==> src/rtl/fft_pkg.sv <==
// fft_pkg: shared FFT defaults, stage phase type and width-reduction helper
package fft_pkg;
  localparam int DATA_W_DEF  = 19;
  localparam int TW_W_DEF    = 10;
  localparam int TW_FRAC_DEF = 8;
  typedef enum logic {FILL = 1'b0, BFLY = 1'b1} phase_e;
  // Reduce x to w signed bits: clamp to the w-bit range or keep the low w bits (sign-extended back).
  function automatic logic signed [63:0] sat_trunc(input logic signed [63:0] x, input int unsigned w, input logic sat);
    logic signed [63:0] mx, mn, wr;
    mx = (64'sd1 <<< (w - 1)) - 64'sd1;
    mn = -mx - 64'sd1;
    wr = (x <<< (64 - w)) >>> (64 - w);
    return sat ? (x > mx ? mx : x < mn ? mn : x) : wr;
  endfunction
endpackage

==> src/rtl/cmul_round.sv <==
// cmul_round: complex multiply by twiddle with optional conjugate, rounding, shift and saturate/wrap
// Ports: i_ar/i_ai data in, i_wr/i_wi twiddle in, i_conj negates i_wi, o_pr/o_pi product out.
module cmul_round import fft_pkg::*; #(
  parameter int DATA_W  = DATA_W_DEF,
  parameter int TW_W    = TW_W_DEF,
  parameter int TW_FRAC = TW_FRAC_DEF,
  parameter int ROUND   = 1,
  parameter int SAT     = 1
) (
  input  logic signed [DATA_W-1:0] i_ar,
  input  logic signed [DATA_W-1:0] i_ai,
  input  logic signed [TW_W-1:0]   i_wr,
  input  logic signed [TW_W-1:0]   i_wi,
  input  logic                     i_conj,
  output logic signed [DATA_W-1:0] o_pr,
  output logic signed [DATA_W-1:0] o_pi
);
  localparam int PW = DATA_W + TW_W + 1;
  localparam logic signed [PW-1:0] RND = ROUND != 0 ? PW'(1) <<< (TW_FRAC - 1) : '0;
  logic signed [PW-1:0] w_ar, w_ai, w_wr, w_wi, w_pr, w_pi, w_sr, w_si;
  assign w_ar = PW'(i_ar);
  assign w_ai = PW'(i_ai);
  assign w_wr = PW'(i_wr);
  // Widened before negation so the most negative twiddle conjugates without overflow.
  assign w_wi = i_conj ? -PW'(i_wi) : PW'(i_wi);
  assign w_pr = w_ar * w_wr - w_ai * w_wi + RND;
  assign w_pi = w_ar * w_wi + w_ai * w_wr + RND;
  assign w_sr = w_pr >>> TW_FRAC;
  assign w_si = w_pi >>> TW_FRAC;
  assign o_pr = DATA_W'(sat_trunc(64'(w_sr), DATA_W, SAT != 0));
  assign o_pi = DATA_W'(sat_trunc(64'(w_si), DATA_W, SAT != 0));
endmodule

==> src/rtl/r2sdf_stage.sv <==
// r2sdf_stage: radix-2 single-path delay-feedback FFT stage (butterfly, feedback delay, twiddle sequencing)
// Ports: clk/rst (async high); valid_i/inv_i/din_r/din_i sample in; tw_idx out to twiddle ROM,
// tw_r/tw_i back from it; valid_o/dout_r/dout_i registered result one cycle after each accepted sample.
module r2sdf_stage import fft_pkg::*; #(
  parameter int DATA_W  = DATA_W_DEF,
  parameter int TW_W    = TW_W_DEF,
  parameter int TW_FRAC = TW_FRAC_DEF,
  parameter int DELAY   = 16,
  parameter int ROUND   = 1,
  parameter int SAT     = 1,
  localparam int TIW    = DELAY > 1 ? $clog2(DELAY) : 1
) (
  input  logic                     clk,
  input  logic                     rst,
  input  logic                     valid_i,
  input  logic                     inv_i,
  input  logic signed [DATA_W-1:0] din_r,
  input  logic signed [DATA_W-1:0] din_i,
  output logic [TIW-1:0]           tw_idx,
  input  logic signed [TW_W-1:0]   tw_r,
  input  logic signed [TW_W-1:0]   tw_i,
  output logic                     valid_o,
  output logic signed [DATA_W-1:0] dout_r,
  output logic signed [DATA_W-1:0] dout_i
);
  localparam int CW = $clog2(DELAY) + 1;
  logic [CW-1:0] r_cnt;
  logic r_primed, r_inv;
  logic signed [DATA_W-1:0] r_dl_r [DELAY];
  logic signed [DATA_W-1:0] r_dl_i [DELAY];
  logic signed [DATA_W:0] w_sw_r, w_sw_i, w_dw_r, w_dw_i;
  logic signed [DATA_W-1:0] w_hr, w_hi, w_pr, w_pi, w_sum_r, w_sum_i, w_dif_r, w_dif_i;
  logic w_fill, w_inv, w_ov;
  assign w_fill = phase_e'(r_cnt[CW-1]) == FILL;
  assign w_hr = r_dl_r[DELAY-1];
  assign w_hi = r_dl_i[DELAY-1];
  // The frame-start sample already uses the direction being latched for its frame.
  assign w_inv = r_cnt == '0 ? inv_i : r_inv;
  assign w_ov = valid_i & (!w_fill | r_primed);
  assign tw_idx = w_fill ? r_cnt[TIW-1:0] : '0;
  assign w_sw_r = (DATA_W+1)'(w_hr) + (DATA_W+1)'(din_r);
  assign w_sw_i = (DATA_W+1)'(w_hi) + (DATA_W+1)'(din_i);
  assign w_dw_r = (DATA_W+1)'(w_hr) - (DATA_W+1)'(din_r);
  assign w_dw_i = (DATA_W+1)'(w_hi) - (DATA_W+1)'(din_i);
  assign w_sum_r = DATA_W'(sat_trunc(64'(w_sw_r), DATA_W, SAT != 0));
  assign w_sum_i = DATA_W'(sat_trunc(64'(w_sw_i), DATA_W, SAT != 0));
  assign w_dif_r = DATA_W'(sat_trunc(64'(w_dw_r), DATA_W, SAT != 0));
  assign w_dif_i = DATA_W'(sat_trunc(64'(w_dw_i), DATA_W, SAT != 0));
  cmul_round #(
    .DATA_W(DATA_W), .TW_W(TW_W), .TW_FRAC(TW_FRAC), .ROUND(ROUND), .SAT(SAT)
  ) u_cmul (
    .i_ar(w_hr), .i_ai(w_hi), .i_wr(tw_r), .i_wi(tw_i), .i_conj(w_inv),
    .o_pr(w_pr), .o_pi(w_pi)
  );
  always_ff @(posedge clk or posedge rst) begin
    if (rst) begin
      r_cnt    <= '0;
      r_primed <= 1'b0;
      r_inv    <= 1'b0;
      valid_o  <= 1'b0;
      dout_r   <= '0;
      dout_i   <= '0;
    end else begin
      valid_o <= w_ov;
      if (valid_i) begin
        r_cnt    <= r_cnt + CW'(1);
        r_primed <= r_primed | !w_fill;
        r_inv    <= w_inv;
      end
      if (w_ov) begin
        dout_r <= w_fill ? w_pr : w_sum_r;
        dout_i <= w_fill ? w_pi : w_sum_i;
      end
    end
  end
  // Contents are never reset; stale words only reach the output before primed is set.
  always_ff @(posedge clk) begin
    if (valid_i) begin
      r_dl_r[0] <= w_fill ? din_r : w_dif_r;
      r_dl_i[0] <= w_fill ? din_i : w_dif_i;
      for (int j = 1; j < DELAY; j++) begin
        r_dl_r[j] <= r_dl_r[j-1];
        r_dl_i[j] <= r_dl_i[j-1];
      end
    end
  end
endmodule

==> config.mk <==
export PLATFORM = sky130hd
export DESIGN_NAME = r2sdf_stage
export DESIGN_NICKNAME = d
export VERILOG_FILES = /design/src/rtl/fft_pkg.sv /design/src/rtl/cmul_round.sv /design/src/rtl/r2sdf_stage.sv
export SDC_FILE = /design/constraint.sdc
export NUM_CORES = 2
export LEC_CHECK = 0
export BUFFER_PORTS_ARGS = -buffer_cell sky130_fd_sc_hd__buf_2
export CAP_MARGIN = 20
export CORE_MARGIN = 3
export CORE_UTILIZATION = 50
export DETAILED_ROUTE_END_ITERATION = 12
export GPL_ROUTABILITY_DRIVEN = 0
export MAX_ROUTING_LAYER = met4
export PLACE_DENSITY = 0.67
export SLEW_MARGIN = 0
export SYNTH_ARGS = -nofsm -noshare
export SYNTH_HDL_FRONTEND = slang
export SYNTH_SLANG_ARGS = --single-unit
==> constraint.sdc <==
create_clock -name clk -period 33.3 [get_ports clk]
set_input_delay 4.995 -clock clk [delete_from_list [all_inputs] [get_ports clk]]
set_output_delay 4.995 -clock clk [all_outputs]
set_load 0.01 [all_outputs]
==> flow_summary.json <==
{
  "synth.area.top_cells": "fa_1, edfxtp_1, ha_1",
  "antenna_found_initial": 12,
  "synthFlopType": "edfxtp_1",
  "setup_viol": 0,
  "ant_nets": 0,
  "cp_max_fo": 22,
  "finalInstanceArea_sq_um": 67500,
  "synth_area_leader_cell": "fa_1",
  "mostFrequentLayoutCell": "inv_1",
  "path_clk_slew_ps": 80,
  "synth_compound_area_frac": 0.0527,
  "use_met3": 0.0809,
  "clkLatencyLatePin_ps": 640,
  "drv_slew": 0,
  "ys_seq_elements": 654,
  "rsz0062_at_grt": "no",
  "met1_usage": 0.345,
  "clkSinkCount": 654,
  "synth_top_family_by_area": "adder cells",
  "grt_max_degree": 196,
  "drtIter0Drc": 3303,
  "grt.busiest_layer": "met2",
  "ys_seq_area_frac": 0.308,
  "start_util": 0.507,
  "status": "completed",
  "num_vias": 40200,
  "grtUsageTotal": 0.252,
  "die_x_um": 361,
  "vias_per_cell": 5.37,
  "syn_nets": 7312,
  "multiInputGateArea_sq_um": 38200,
  "crit_top_cell": "fa_1",
  "ctsHoldBuffers": 0,
  "grt_pass1_wl_um": 242000,
  "synth.cell_area_sq_um": 63100,
  "post-route-period-util": 0.524,
  "dp_hpwl_um": 116000,
  "synthCells": 5821,
  "slowest_stage": "inv_1",
  "fmax_mhz": 57.3,
  "setup_slack_ps": 15860,
  "yosys.area.top_type_share": 0.317,
  "io_pins": 105,
  "cts_setup_buffers": 0,
  "final-seq-area_sq_um": 19400,
  "skew_ps": 35.6,
  "wire_per_inst_um": 20.7,
  "gr-total-overflow": 0,
  "critPathKind": "in2reg",
  "finalSetupTns_ps": 0,
  "period_needed_ps": 17440,
  "drv_cap": 0,
  "wl_um": 155000,
  "hp-start": "r_dl_i[0][99]$_DFFE_PP_",
  "port_buffers": 104,
  "ys_types": 86,
  "ys_warn_count": 0,
  "yosys.area_share.adder": 0.402,
  "worst_pin_slew_ps": 1060,
  "core.rowCount": 129,
  "cts_root_buffer": "clkbuf_16",
  "cts_resized": 0,
  "rr_endpoint": "dout_r[10]$_DFFE_PP0P_",
  "clk_path_buf_depth": 3,
  "r2r-start": "r_dl_r[1][136]$_DFFE_PP_",
  "async_flop_share": 0.0703,
  "dp_worst_setup_slack_ps": 15430,
  "crit_buf_inv": 7,
  "startpoint_type": "primary input",
  "final.fill_count": 10600,
  "drive_gt1_frac": 0.0568,
  "critPathLaunch": "tw_r[9]",
  "synth_edf_count": 608,
  "synth.avg_cell_area_sq_um": 10.8,
  "syn2layout_area_growth_pct": 6.88,
  "synthSimpleGateAreaFrac": 0.113,
  "worstHoldPathCells": 0,
  "cp.arrival_ps": 17950,
  "setup.worst_path.end_class": "register",
  "die_area_sq_um": 131000,
  "cp_top_family": "adder cells",
  "muxShareOfSynthArea": 0.00145,
  "synth_xor_area_frac": 0.0351,
  "route.detailed.drc": 0,
  "grt_util_met2": 0.363,
  "core-area_sq_um": 124000,
  "crit_required_ps": 33810,
  "grt_pass1_vias": 41000,
  "min_path_type": "reg2reg",
  "cts_tree": "built",
  "cts_made_buffers": 61,
  "min_to": "r_dl_i[0][118]$_DFFE_PP_",
  "cts.htree.levels": 2,
  "final_cell_mix": "inv_1, fa_1, nand2_1, edfxtp_1, ha_1",
  "nets": 7287,
  "max_stage_delay_ps": 680,
  "max-slew-margin-rel": 0.291,
  "die_h_um": 361,
  "first_pass_iters": 5,
  "reg2reg_depth": 46,
  "rrSetupSlack_ps": 20010,
  "place_area_sq_um": 65300,
  "final_hold_viol_count": 0
}
[synth_stat cells, types with 46 or more instances]
library cell     n
a21oi_1        151
nand2_1        706
o21ai_0         99
fa_1           999
inv_1         1194
ha_1           430
edfxtp_1       608
xor2_1          61
dfrtp_1         46
nor2_1         207
and2_1         417
clkbuf_1       254
xnor2_1        183
[final cells by class]
cell class | count | share of cell area
inverter | 1195 | 0.0665
tap | 1637 | 0.0304
multi-input combinational | 3705 | 0.567
sequential | 654 | 0.288
timing repair buffer | 179 | 0.0164
antenna | 14 | 0.000519
clock inverter | 37 | 0.00751
clock buffer | 73 | 0.0241
[state kept, by name, summed over array words and instances, names as in the netlist]
name      cells
r_inv         1
r_cnt         5
r_primed      1
dout_i       19
dout_r       19
r_dl_r      304
valid_o       1
r_dl_i      304
[metrics by stage]
| stage | util | instances | hold WS (ps) |
|---|---|---|---|
| after detailed placement | 0.525 | 7370 | 405 |
| final | 0.542 | 7494 | 403 |
| after floorplan | - | 5821 | 400 |
| after global routing | 0.542 | 7488 | 417 |
| after global placement | 0.525 | 7370 | 400 |
| after CTS | 0.542 | 7480 | 406 |
[worst max path at each step]
stage	to	cells after the start
CTS	dout_r[11]$_DFFE_PP0P_	42
floorplan	dout_r[1]$_DFFE_PP0P_	45
detailed placement	dout_r[11]$_DFFE_PP0P_	42
finish	dout_r[10]$_DFFE_PP0P_	42
global route	dout_r[12]$_DFFE_PP0P_	41
global placement	dout_r[11]$_DFFE_PP0P_	40
[layer usage]
metal | share of wire | vias to the layer above
li1 | - | 18000
met1 | 0.42 | 20400
met2 | 0.44 | 1648
met3 | 0.12 | 200
met4 | 0.027 | 0
met5 | 0 | -
[logic make-up (layout without fill, tap and decap cells)]
group	count (synthesis)	in the layout
AO/OA/AOI/OAI	512	512
XOR/XNOR	248	248
adder cells (fa/ha/maj)	1430	1430
buffers and inverters	1462	1484
flip-flops	654	654
multiplexers	7	7
other	0	14
AND/OR/NAND/NOR	1508	1508
Power is not shown: default switching activity piles up to over one toggle a cycle in this logic, so the estimate is an artifact.
